**src/rtl/alu_seq_pkg.sv**
```systemverilog
// Shared types and default widths for the sequential ALU/multiplier.
// Contents:
//   op_t    - operation select encoding (matches switch field SWI[4:3])
//   state_t - control FSM states
//   NBITS_DEFAULT / RBITS_DEFAULT - default operand and result widths
package alu_seq_pkg;

  localparam int NBITS_DEFAULT = 3;
  localparam int RBITS_DEFAULT = 8;

  typedef enum logic [1:0] {
    OP_ADD  = 2'b00,
    OP_SUB  = 2'b01,
    OP_MULU = 2'b10,
    OP_MULS = 2'b11
  } op_t;

  typedef enum logic [1:0] {
    ST_IDLE = 2'b00,
    ST_RUN  = 2'b01,
    ST_FIX  = 2'b10,
    ST_DONE = 2'b11
  } state_t;

endpackage

```
**src/rtl/alu_seq_mult.sv**
```systemverilog
// Small sequential ALU driving an LED bank. Add and subtract complete in a
// single cycle; unsigned and signed multiply run as a shift-add over NBITS
// cycles followed by one sign-fix cycle.
// Ports:
//   clk_2   - clock, all state changes on the rising edge
//   rst_n   - asynchronous active-low reset
//   start   - capture a/b/op and begin an operation (IDLE or DONE only)
//   a, b    - NBITS-wide operands
//   op      - operation select (op_t)
//   busy    - high while a multiply is in progress (RUN/FIX)
//   done    - one-cycle pulse in the cycle result has just been updated
//   result  - registered RBITS-wide result
module alu_seq_mult
  import alu_seq_pkg::*;
#(
  parameter int NBITS = NBITS_DEFAULT,
  parameter int RBITS = RBITS_DEFAULT
) (
  input  logic             clk_2,
  input  logic             rst_n,
  input  logic             start,
  input  logic [NBITS-1:0] a,
  input  logic [NBITS-1:0] b,
  input  logic [1:0]       op,
  output logic             busy,
  output logic             done,
  output logic [RBITS-1:0] result
);

  localparam int CW = $clog2(NBITS) + 1;

  // The largest product magnitude (2^NBITS-1)^2 plus a sign bit must fit.
  if (RBITS < 2 * NBITS + 1) begin : g_width_check
    $error("alu_seq_mult: RBITS must be at least 2*NBITS+1");
  end

  state_t           state_q, state_d;
  logic [NBITS-1:0] a_q, a_d;
  logic [NBITS-1:0] b_q, b_d;
  op_t              op_q, op_d;
  logic [CW-1:0]    iter_q, iter_d;
  logic [RBITS-1:0] acc_q, acc_d;
  logic [RBITS-1:0] result_q, result_d;

  logic             mul_signed;
  logic             negate;
  logic [NBITS-1:0] mag_a;
  logic [NBITS-1:0] mag_b;
  logic [NBITS-1:0] b_shift;
  logic [RBITS-1:0] addend;
  logic [RBITS-1:0] product_fixed;
  op_t              op_in;

  // A negative NBITS-bit value has a magnitude of at most 2^(NBITS-1),
  // which still fits in NBITS unsigned bits.
  function automatic logic [NBITS-1:0] magnitude(input logic [NBITS-1:0] v,
                                                 input logic             signed_mode);
    if (signed_mode && v[NBITS-1]) begin
      return -v;
    end
    return v;
  endfunction

  assign op_in      = op_t'(op);
  assign mul_signed = (op_q == OP_MULS);
  assign mag_a      = magnitude(a_q, mul_signed);
  assign mag_b      = magnitude(b_q, mul_signed);

  // The iteration counter selects the multiplier bit and the weight of the
  // partial product, so no operand needs to be shifted in place.
  assign b_shift       = mag_b >> iter_q;
  assign addend        = b_shift[0] ? (RBITS'(mag_a) << iter_q) : '0;
  assign negate        = mul_signed && (a_q[NBITS-1] ^ b_q[NBITS-1]);
  assign product_fixed = negate ? (RBITS'(0) - acc_q) : acc_q;

  always_comb begin
    state_d  = state_q;
    a_d      = a_q;
    b_d      = b_q;
    op_d     = op_q;
    iter_d   = iter_q;
    acc_d    = acc_q;
    result_d = result_q;

    unique case (state_q)
      ST_IDLE, ST_DONE: begin
        if (start) begin
          a_d    = a;
          b_d    = b;
          op_d   = op_in;
          iter_d = '0;
          acc_d  = '0;
          // Single-cycle ops write result on the capture edge, which is
          // also the edge that enters DONE.
          if (op_in == OP_ADD) begin
            result_d = RBITS'(a) + RBITS'(b);
            state_d  = ST_DONE;
          end else if (op_in == OP_SUB) begin
            result_d = RBITS'(a) - RBITS'(b);
            state_d  = ST_DONE;
          end else begin
            state_d = ST_RUN;
          end
        end else if (state_q == ST_DONE) begin
          state_d = ST_IDLE;
        end
      end
      ST_RUN: begin
        acc_d  = acc_q + addend;
        iter_d = iter_q + CW'(1);
        if (iter_q == CW'(NBITS - 1)) begin
          state_d = ST_FIX;
        end
      end
      ST_FIX: begin
        result_d = product_fixed;
        state_d  = ST_DONE;
      end
      default: begin
        state_d = ST_IDLE;
      end
    endcase
  end

  always_ff @(posedge clk_2 or negedge rst_n) begin
    if (!rst_n) begin
      state_q  <= ST_IDLE;
      a_q      <= '0;
      b_q      <= '0;
      op_q     <= OP_ADD;
      iter_q   <= '0;
      acc_q    <= '0;
      result_q <= '0;
    end else begin
      state_q  <= state_d;
      a_q      <= a_d;
      b_q      <= b_d;
      op_q     <= op_d;
      iter_q   <= iter_d;
      acc_q    <= acc_d;
      result_q <= result_d;
    end
  end

  assign busy   = (state_q == ST_RUN) || (state_q == ST_FIX);
  assign done   = (state_q == ST_DONE);
  assign result = result_q;

endmodule

```
**config.mk**
```make
export PLATFORM = sky130hd
export DESIGN_NAME = alu_seq_mult
export DESIGN_NICKNAME = d
export VERILOG_FILES = /design/src/rtl/alu_seq_pkg.sv /design/src/rtl/alu_seq_mult.sv
export SDC_FILE = /design/constraint.sdc
export NUM_CORES = 1
export LEC_CHECK = 0
export ABC_AREA = 1
export BUFFER_PORTS_ARGS = -buffer_cell sky130_fd_sc_hd__buf_2
export CAP_MARGIN = 40
export CORE_MARGIN = 2
export CORE_UTILIZATION = 59
export CTS_CLUSTER_SIZE = 24
export DETAILED_ROUTE_END_ITERATION = 7
export PLACE_DENSITY_LB_ADDON = 0.05
export SLEW_MARGIN = 20
export SYNTH_ARGS = -nofsm -noshare
export SYNTH_HDL_FRONTEND = slang
export SYNTH_SLANG_ARGS = --single-unit
```
**constraint.sdc**
```tcl
create_clock -name clk_2 -period 3.4 [get_ports clk_2]
set_clock_uncertainty 0.2 [all_clocks]
set_input_delay 0.51 -clock clk_2 [delete_from_list [all_inputs] [get_ports clk_2]]
set_output_delay 0.51 -clock clk_2 [all_outputs]
set_load 0.05 [all_outputs]
```
* After elaboration in Yosys (flattened, before gate mapping)
Index checks and enable logic that the tools add are counted.
** Operators by class
- Bitwise logic cells :: 1
- Multiplexer cells :: 22
- Shift operators :: 2
- Eq/ne operators :: 10
- Reduce and logical (&&, ||, !) cells :: 13
- Add/subtract/negate cells :: 7
** Operator list (count)
- $mux W8 :: 6
- $pmux W8 S2 :: 2
- $mux W3 :: 5
- $mux W2 :: 5
- $add A8 B8 Y8 :: 1
- $shl A3 B3 Y8 :: 1
- $sub A1 B8 Y8 const A :: 1
- $eq A2 B2 Y1 const B :: 3
- $ne A3 B3 Y1 const B :: 2
- $neg A3 Y3 :: 2
- $pmux W2 S3 :: 1
- $pmux W3 S2 :: 1
- $reduce_and A2 Y1 :: 3
- $add A3 B3 Y4 :: 1
- $eq A2 B1 Y1 const B :: 2
- $logic_not A2 Y1 :: 2
- $ne A2 B2 Y1 const B :: 2
- $reduce_bool A2 Y1 :: 2
- $sub A3 B3 Y4 :: 1
- $add A3 B1 Y3 const B :: 1
- $eq A3 B2 Y1 const B :: 1
- $logic_and A1 B1 Y1 :: 3
- $reduce_and A3 Y1 :: 1
- $shr A3 B3 Y1 :: 1
- 4 further kinds :: 5
** Storage, ports and cells
- Bits of input ports :: 11
- Output and inout port bits :: 10
- Flip-flop bits (word level) :: 29
- Word-level logic and storage cells :: 62

* Depth between registers and ports, before layout
Gate-level depths: netlist of run 1.
- Depth in word-level cells :: 8
- Depth in mapped cells :: 17
- Gate-level depth less buffers :: 17

* Worst setup path after synthesis of run 1
No wires, ideal clock.
- Kind :: register -> register
- Start point :: register a_q[0]
- End point :: register acc_q[6]
- Path slack :: 1.049 ns
- Setup time :: 0.117 ns
- Buffers on the path :: 0
- Required time :: 3.083 ns
- Stages on the path, launching flop included :: 16
- Arrival time :: 2.033 ns
- Clock period less this slack :: 2.351 ns
- Cell sequence :: dfrtp_1 inv_1 ha_1 inv_1 nand3_1 nand3_1 nand2_1 o21ai_0 nor2_1 ha_1 a21oi_1 or2_2 nand3_1 nand2_1 nand3_1 nand2_1
** Between the ends
- Cells in the longest elaborated chain, start to end :: 7
** Ends and longest elaborated chain
- start: declaration :: RTL line alu_seq_mult.sv:38 : logic [NBITS-1:0] a_q, a_d;
- start signal: assignment :: RTL line alu_seq_mult.sv:128 : a_q <= '0;
- start signal: assignment :: RTL line alu_seq_mult.sv:136 : a_q <= a_d;
- $neg A3 Y3 :: RTL line alu_seq_mult.sv:59 : return -v;
- $mux W3 :: RTL line alu_seq_mult.sv:58 : if (signed_mode && v[NBITS-1]) begin
- $mux W3 (*) :: RTL line alu_seq_mult.sv:61 : return v;
- $shl A3 B3 Y8 (*) :: RTL line alu_seq_mult.sv:72 : assign addend = b_shift[0] ? (RBITS'(mag_a) << iter_q) : '0;
- $mux W8 (*) :: RTL line alu_seq_mult.sv:72
- $add A8 B8 Y8 (*) :: RTL line alu_seq_mult.sv:109 : acc_d = acc_q + addend;
- $pmux W8 S2 (*) :: RTL line alu_seq_mult.sv:85 : unique case (state_q)
- end signal: assignment :: RTL line alu_seq_mult.sv:132 : acc_q <= '0;
- end signal: assignment :: RTL line alu_seq_mult.sv:140 : acc_q <= acc_d;
- end: declaration :: RTL line alu_seq_mult.sv:42 : logic [RBITS-1:0] acc_q, acc_d;
Mark *: on every way between the ends. The rest lies on a longest branch, timed or not. The select of a mux whose other input is x is not followed.
A chain may end at the register's enable or synchronous reset.

* Worst setup path in the final report of run 1
Ends and elaborated chain as after synthesis.

==> impl_results.md, run 1 <==
* Status: complete, no violations
* CP Launch Point: a_q[0]$_DFFE_PN0P_
* Critical Path AT at 2.53 ns
* Leak at 0.00134 uW
* Die Area at 0.00428 mm^2
* DIE HEIGHT at 65.4 um
* Wirelength per Cell at 12.6 um
* CP required at about 3.4 ns
* Fraction of layout cells with a size suffix above 1 at a little under an eighth
* Reg area at approximately 730 um^2
* CTS hold repair buffers at 0
* Clock transition at path regs at 0.06 ns
* Worst-Margin Slew at 0.671 ns
* Pwr dens at 1020 mW/mm^2
* Initial core utilization at between 60% and 70%
* Maximum vdd drop at 0.000830 V
* CTS sink count at 29
* Initial antenna violation count at 0
* NumNets Final at 369
* Vias at 2029
* Hold Vio Cnt, Final at 0
* Total iterations of the first detailed-routing run at 4
* Area occupied by multi-input gates at 0.00129 mm^2
* Crit-path cells: inv_1, ha_1, inv_1, nand3_1, nand3_1, nand2_1, o21ai_0, nor2_1, ha_1, a21oi_1, or2_2, nand3_1, nand2_1, nand3_1, nand2_1
* Setup repair bufs after CTS at 0
* CP most frequent cell: nand3_1
* Clk_lat worst skew at around 0.28 ns
* Grt total ovfl at 0
* Crit-path max FO at 5
* CTS Buf Count at 5
* Fmax at 392 MHz
* Clk root buf: clkbuf_8
* Global Route Usage Sum at 25.9%
* Largest area contributor in the netlist: dfrtp_1
* GR Util met3 at approximately 4.1%
* IO Pins at 21
* Global Route met2 Usage at 40.9%
* CP Launch Type: flip-flop
* FF-to-FF path depth at 15
* Setup_tns at 0 ns
* Fill count at 345
* Fin. max-slew vios at 0
* Cells after Synth at 309
* R2R setup slack at 0.85 ns
* Slew headroom at between 50% and 60%
* DRC Markers at 0
* Critical-path top delay cell: dfrtp_1
* Part of the Yosys area used for sequential elements at between 30% and 40%
* CTS resizes at 0
* GR Util met1 at 36.3%
* Crit. End Element: flip-flop
* Max-cap violations at 0
* Placer Congestion at roughly 0.83
* Final setup fails at 0
* Area Overhead vs Synth at 11.4%
* Port Buffers at 20
* Hold Crit Class: in2async
* Final period util at 75.0%
* Clk buf depth at 2
* Post-DP HPWL at 3800 um
* Vias in the first global route at 1920
* CP Buf/Inv Count at 2
* Core Area at 0.00363 mm^2
* Final min period at 2.55 ns
* Final WL at 4830 um
* Yosys cell types at 29
* Worst Hold Slack at 0.0593 ns
* First-pass GRT wire length at 8580 um
* Yosys reg bits at 29
* RSZ-0062 raised after global routing: no
* YS warnings at 0
* Pin count of the biggest net entering global routing at 30
* CP max stage delay at 0.37 ns
* Mapped Area at ~0.0022 mm^2
* Worst R2R Start: a_q[0]$_DFFE_PN0P_
* Num rows at 22
* Initial DRC count at 96
* Chip width at 65.4 um
* Mean Syn Cell Area at 7.20 um^2
* WP depth at 15
* Crit path kind: reg2reg
* Crit-path leading delay family: simple AND/OR/NAND/NOR gates
* Synth top area share at about a third
* Synth top area cells: dfrtp_1 33%, nand2_1 13%, ha_1 12%
* Post-DRT Antenna Nets at 0
* ANT cells at 0
* H-tree depth at 2
* Via density at 5.30
* Busiest layer in global routing: met2
* TritonCTS clock tree: done
worst paths after layout:
check | endpoint
worst max-delay path | acc_q[6]$_DFFE_PN0P_
worst min-delay path | a_q[0]$_DFFE_PN0P_
worst max register to register | acc_q[6]$_DFFE_PN0P_
worst min register to register | a_q[1]$_DFFE_PN0P_
max in group asynchronous | acc_q[7]$_DFFE_PN0P_
min in group clk_2 | op_q[0]$_DFFE_PN0P_
synth_stat cells (all sizes together):
cell type and instances:
ha 21, or2 1, fa 3, o31ai 2, nand2 80, xor2 1
dfrtp 29, inv 50, nand3b 2, xnor2 3, nand3 28, o211ai 2
a21oi 19, conb 1, buf 3, nor3 1, and2 1, o22ai 2
o21ai 29, a21o 1, nand4 3, nor2 27
power breakdown:
group | total [uW] | internal (uW) | switching, uW
logic | 1530 | 468 | 1060
registers | 637 | 507 | 130
clock network | 370 | 239 | 132
per-layer routing:
| metal | up-vias | wire length (um) |
|---|---|---|
| li1 | 1047 | - |
| met1 | 937 | 2460 |
| met2 | 39 | 2170 |
| met3 | 6 | 140 |
| met4 | 0 | 59 |
| met5 | - | 0 |
layout make-up:
cell class / count / share of cell area (%)
Multi-Input combinational cell: 228 / 51.9
Clock buffer: 7 / 3.49
Inverter: 50 / 7.58
Timing Repair Buffer: 20 / 4.04
Sequential cell: 29 / 29.3
Tap cell: 48 / 2.43
Clock inverter: 1 / 1.21
metrics by stage:
| step | utilization, % | worst slack (ns) | std cells | total power [uW] | area, um^2 |
|---|---|---|---|---|---|
| after floorplan | - | 1.05 | 310 | 1860 | 2230 |
| after global placement | 64.9 | 0.964 | 375 | 2130 | 2360 |
| after detailed placement | 64.9 | 0.837 | 375 | 2150 | 2360 |
| after CTS | 68.1 | 0.826 | 383 | 2540 | 2480 |
| after global routing | 68.1 | 0.572 | 383 | 2780 | 2480 |
| final | 68.1 | 0.848 | 383 | 2530 | 2480 |
cells in the final DEF, fill, tap and decap left out:
master and n:
nand2_1 77, inv_1 45, dfrtp_1 29, nand3_1 28, nor2_1 25, o21ai_0 22, ha_1 21, buf_2 20
a21oi_1 18, o21ai_1 6, clkbuf_8 6, inv_2 5, nand2_2 3, xnor2_1 3, nand4_1 3, fa_1 3
o211ai_1 2, nor2_4 2, nand3b_1 2, o22ai_1 2, o31ai_1 2, conb_1 2, nor3_1 1, a21oi_4 1
xor2_1 1, o21ai_2 1, or2_2 1, and2_1 1, a21o_1 1, bufinv_16 1, clkbuf_1 1
kinds of logic (layout without fill, tap and decap cells):
| kind of cell | after synthesis | in the layout | synth area share, % |
|---|---|---|---|
| AND/OR/NAND/NOR | 143 | 143 | 27.7 |
| buffers and inverters | 53 | 78 | 9.68 |
| flip-flops | 29 | 29 | 32.6 |
| XOR/XNOR | 4 | 4 | 1.58 |
| adder cells (fa/ha/maj) | 24 | 24 | 14.5 |
| other | 1 | 2 | 0.169 |
| AO/OA/AOI/OAI | 55 | 55 | 13.7 |
worst register-to-register path: cells and delay by family, from the launching register on:
| family | cells | cell delay (ns) |
|---|---|---|
| buffers and inverters | 2 | 0.12 |
| adders and majority gates | 2 | 0.64 |
| DFF | 1 | 0.37 |
| AOI/OAI and AO/OA | 2 | 0.25 |
| and+or+nand+nor | 9 | 0.87 |
flip-flops by register name (all words and copies together) (netlist names):
signal,cells
acc_q,8
result,8
a_q,3
b_q,3
iter_q,3
op_q,2
state_q,2
Power figures use the tool's default switching activity.
==> inputs of run 2 (changes only) <==
Clock period 3.4 ns to 2.61 ns, I/O delays scaled along.
==> run 2 against run 1 <==
Compared with the run above:
- non-clock buffer count is 4 higher
- register-to-register slack lost 0.68 ns
- sequential share of layout area decreased by 0.10 points
- power increased by 28%
- critical path type unchanged
- critical endpoint unchanged
- largest cell class unchanged
==> impl_results.md, run 2 (synthesis gave the netlist of run 1 again) <==
* Status: complete, no violations
* Placed cells at 376
* Post-DP HPWL at around 3800 um
* Fraction of layout cells with a size suffix above 1 at 13.3%
* Leading cell types in the layout, fill and taps excluded: 77 x nand2_1, 44 x inv_1, 29 x dfrtp_1
* R2R setup slack at 0.17 ns
* Post-DRT Antenna Nets at 0
* Hold Crit Class: in2reg
* CP required at 2.58 ns
* Port Buffers at 20
* Final Util at 68.4%
* Clock transition at path regs at ~0.060 ns
* CP Launch Point: a_q[0]$_DFFE_PN0P_
* NumNets Final at 373
* Critical-path top delay cell: ha_1
* Via density at 5.26
* TritonCTS clock tree: done
* H-tree depth at 2
* Vias at 2032
* Critical Path AT at 2.42 ns
* Wirelength per Cell at 12.5 um
* IO Pins at 21
* Clk buf depth at 2
* Area Overhead vs Synth at 11.8%
* DRC Markers at 0
* Worst-Margin Slew at 0.672 ns
* CTS Buf Count at 5
* CP Launch Type: flip-flop
* Crit-path cells: inv_1, ha_1, inv_1, nand3_1, nand3_1, nand2_1, o21ai_1, nor2_1, ha_1, a21oi_2, or2_2, nand3_1, nand2_1, nand3_1, nand2_1
* Chip width at 65.4 um
* Initial antenna violation count at 0
* Fill count at 351
* Slew headroom at 55.2%
* Setup WS pre-CTS at between 0.08 and 0.09 ns
* Final WL at 4810 um
* Pwr dens at about 1300 mW/mm^2
* Initial core utilization at 61.2%
* CTS sink count at 29
* Grt total ovfl at 0
* Hold Vio Cnt, Final at 0
* Placer Congestion at just over 0.8
* Num rows at 22
* Initial DRC count at 76
* Global Route Usage Sum at 25.6%
* Leak at 0.00134 uW
* Hold_sp: op[0]
* Pin count of the biggest net entering global routing at 30
* Total iterations of the first detailed-routing run at 4
* Fin. max-slew vios at 0
* Clk_lat worst skew at 0.28 ns
* ANT cells at 0
* CP most frequent cell: nand3_1
* Die Area at between 0.004 and 0.005 mm^2
* Vias in the first global route at 1925
* Max-cap violations at 0
* Crit-path max FO at 5
* Final min period at 2.44 ns
* First-pass GRT wire length at between 8000 and 9000 um
* Core Area at 0.00363 mm^2
* Final worst slack at ~0.17 ns
* Clk root buf: clkbuf_8
* Worst R2R Start: a_q[0]$_DFFE_PN0P_
* Commonest non-fill, non-tap cell in the layout: nand2_1
* Fmax at between 400 and 500 MHz
* CP max stage delay at 0.36 ns
* Final setup fails at 0
* DIE HEIGHT at 65.4 um
* Crit path kind: reg2reg
* Crit. End Element: flip-flop
* Non-filler cells, final at 386
* Maximum vdd drop at 0.00102 V
* Final period util at 93.7%
run 2: path summary, 6_finish.rpt:
kind	end	cells past startpoint
max	acc_q[6]$_DFFE_PN0P_	15
min	op_q[0]$_DFFE_PN0P_	3
max reg2reg	acc_q[6]$_DFFE_PN0P_	15
min reg2reg	result[0]$_DFFE_PN0P_	2
max in group asynchronous	state_q[0]$_DFFE_PN0P_	2
min in group asynchronous	a_q[1]$_DFFE_PN0P_	2
run 2: stage by stage:
step | setup TNS (ns) | area (um^2) | hold WS [ns] | total power (uW)
2_1_floorplan | 0 | 2230 | -0.104 | 2420
3_3_place_gp | 0 | 2370 | 0.260 | 2790
3_5_place_dp | 0 | 2370 | 0.261 | 2820
4_1_cts | 0 | 2460 | 0.145 | 3210
5_1_grt | -0.0116 | 2480 | 0.183 | 3550
6_report | 0 | 2480 | 0.146 | 3230
run 2: area by class of cell:
class	instances	area [um^2]	share of cell area, %
multi-input cells	228	1290	52.0
flip-flops and latches	29	726	29.2
clock buffers	7	86.3	3.47
inverters	50	188	7.55
repair buffers	24	133	5.34
well taps	48	60.1	2.42
run 2: routing by layer:
| metal | track usage, % | share of wire [%] |
|---|---|---|
| met2 | 39.8 | 45 |
| met5 | 0 | 0 |
| met3 | 5.31 | 3.1 |
| met1 | 34.3 | 50 |
| met4 | 11.5 | 2.1 |
run 2: power breakdown:
group	total (uW)	leakage, uW	switching (uW)	internal (uW)
Combinational	2030	0.000937	1390	643
Sequential	827	0.000363	166	661
Clock	372	0.0000443	163	209
run 2: worst max-delay path, delay by kind of cell, from the launching register on:
kind / cells / cell delay [ns]
buffers and inverters: 2 / 0.11
AO/OA/AOI/OAI: 2 / 0.21
AND/OR/NAND/NOR: 9 / 0.84
flip-flops: 1 / 0.34
adder cells (fa/ha/maj): 2 / 0.64
run 2: timing repair:
action / CTS / global route
setup endpoints to repair: 0 / 4
resized for setup: 0 / 4
endpoints found under the hold margin: 29 / 0
hold buffers: 1 / 0
setup buffers: 0 / 2
==> inputs of run 3 (changes only) <==
Settings changed: RECOVER_POWER from default to 50.
==> run 3 against run 2 <==
Compared with the run above:
- the flow now finishes with violations (capacitance limit, slew limit)
- cell area is 0.25% lower
- wire length is 0.15% lower
- first-iteration DRC count stayed put
- worst setup slack stayed put
- final cell count stayed put
- worst hold slack hardly changed
- sequential power hardly changed
- combinational power hardly changed
- sequential share of layout area is 0.074 points higher
- power is 0.27% lower
- global-route usage stayed put
- fmax stayed put
==> impl_results.md, run 3 (synthesis gave the netlist of run 1 again) <==
* Status: complete, but fails checks
* Failing checks: capacitance limit, slew limit
* Crit path kind: reg2reg
* CP Launch Type: flip-flop
* Die Area at 0.00428 mm^2
* Reg area at 726 um^2
* Slew headroom at -7.88%
* Hold Vio Cnt, Final at 0
* Clk_lat worst skew at approximately 0.28 ns
* Clk root buf: clkbuf_8
* Fin. max-slew vios at 30
* TritonCTS clock tree: done
* Final min period at 2.44 ns
* Sw frac at 53.4%
* Placer Congestion at 0.829
* Flop pwr share at 25.7%
* Leading cell types in the layout, fill and taps excluded: 77 x nand2_1, 44 x inv_1, 29 x dfrtp_1
* Hold_sp: op[0]
* Grt total ovfl at 0
* Final worst slack at 0.165 ns
* Chip width at 65.4 um
* Crit-path cells: inv_1, ha_1, inv_1, nand3_1, nand3_1, nand2_1, o21ai_1, nor2_1, ha_1, a21oi_2, or2_2, nand3_1, nand2_1, nand3_1, nand2_1
* ANT cells at 0
* Final WL at 4800 um
* Crit. End Element: flip-flop
* Final setup fails at 0
* Fill count at 350
* Area occupied by multi-input gates at 0.00129 mm^2
* Maximum vdd drop at 0.00102 V
* Pin count of the biggest net entering global routing at 30
* R2R setup slack at 0.17 ns
* Post-DP HPWL at roughly 3800 um
* Area Overhead vs Synth at 11.5%
* NumNets Final at roughly 370
* Commonest non-fill, non-tap cell in the layout: nand2_1
* Critical-path top delay cell: ha_1
* Core Area at ~0.0036 mm^2
* Fmax at 409 MHz
* DRC Markers at 0
* Vias in the first global route at 1925
* Max-cap violations at 1
* Initial DRC count at 76
* IO Pins at 21
* Psw at roughly 1700 uW
* Hold Crit Class: in2reg
* Initial antenna violation count at 0
* Initial core utilization at ~61%
* Worst Hold Slack at 0.146 ns
* Port Buffers at 20
* CP Buf/Inv Count at 2
* Pwr dens at 1300 mW/mm^2
* Clock transition at path regs at 0.06 ns
* First-pass GRT wire length at around 8400 um
* Worst R2R Start: a_q[0]$_DFFE_PN0P_
* Final period util at between 90% and 100%
* Hold Path Sink: op_q[0]$_DFFE_PN0P_
* Comb power frac at 62.8%
* H-tree depth at 2
* Clk buf depth at 2
* Internal power at 1500 uW
* Critical Path AT at 2.42 ns
* CTS Buf Count at 5
* Reg-to-Reg End: acc_q[6]$_DFFE_PN0P_
* Global Route Usage Sum at 25.6%
* Via density at roughly 5.3
* Setup WS pre-CTS at ~0.082 ns
* CP required at roughly 2.6 ns
* Vias at 2032
* Fraction of layout cells with a size suffix above 1 at approximately an eighth
* Num rows at 22
* Worst-Margin Slew at approximately 1.6 ns
* Clk pwr share at 11.5%
* Post-DRT Antenna Nets at 0
* Total iterations of the first detailed-routing run at 4
* Crit-path max FO at 5
* CTS sink count at 29
* Worst hold path stage count at 3
* Wirelength per Cell at around 12 um
* FF-to-FF path depth at 15
* Leak at about 0.0013 uW
* Crit-path leading delay family: simple AND/OR/NAND/NOR gates
* Overall power at 3220 uW
* DIE HEIGHT at 65.4 um
* Final Util at 68.2%
* CP max stage delay at 0.36 ns
* CP most frequent cell: nand3_1
## run 3: cell count changes in the layout (fill, tap and decap cells not counted), sizes merged
cell / before / now
buf: 23 / 18
clkbuf: 7 / 12
## run 3: power by group through the flow
stage / Clock (uW) / Combinational [uW] / Sequential [uW]
global route: 398 / 2280 / 861
floorplan: 0 / 1400 / 1020
global placement: 0 / 1960 / 827
detailed placement: 0 / 1990 / 832
finish: 372 / 2030 / 827
CTS: 379 / 2000 / 826
## run 3: final cells by class
| type | instances | share of cell area [%] |
|---|---|---|
| tap | 48 | 2.42 |
| clock buffer | 7 | 3.48 |
| sequential | 29 | 29.3 |
| inverter | 50 | 7.57 |
| timing repair buffer | 24 | 5.10 |
| multi-input combinational | 228 | 52.1 |
## run 3: per-stage QoR
step                std cells  instance area, um^2  setup TNS (ns)
finish                    386                 2480               0
global route              386                 2480         -0.0116
CTS                       384                 2460               0
detailed placement        376                 2370               0
global placement          376                 2370               0
floorplan                 310                 2230               0
## run 3: per-layer routing
metal	track usage, %	part of all wire [%]	vias up
met1	34.3	50	940
li1	-	-	1053
met4	11.5	2.1	0
met2	39.8	45	28
met3	5.31	3.0	11
met5	0	0	-
## run 3: worst max-delay path by stage
stage	start	endpoint	slack, ns	cells past startpoint
6_report	a_q[0]$_DFFE_PN0P_	acc_q[6]$_DFFE_PN0P_	0.17	15
5_1_grt	a_q[0]$_DFFE_PN0P_	acc_q[6]$_DFFE_PN0P_	-0.01	15
4_1_cts	a_q[0]$_DFFE_PN0P_	acc_q[6]$_DFFE_PN0P_	0.07	15
3_5_place_dp	a_q[0]$_DFFE_PN0P_	acc_q[6]$_DFFE_PN0P_	0.08	15
3_3_place_gp	a_q[0]$_DFFE_PN0P_	acc_q[6]$_DFFE_PN0P_	0.18	15
2_1_floorplan	a_q[0]$_DFFE_PN0P_	acc_q[6]$_DFFE_PN0P_	0.26	15
## run 3: worst min-delay path, stage by stage
cell and delay, ns:
buf_2 0.09, nand2_1 0.05, nand2_1 0.06
## run 3: repair_timing
item                                    CTS  global route
gates resized for setup                   0             4
endpoints found under the hold margin    29             0
endpoints found under the setup margin    0             4
buffers inserted                          0             2
hold buffers                              1             0
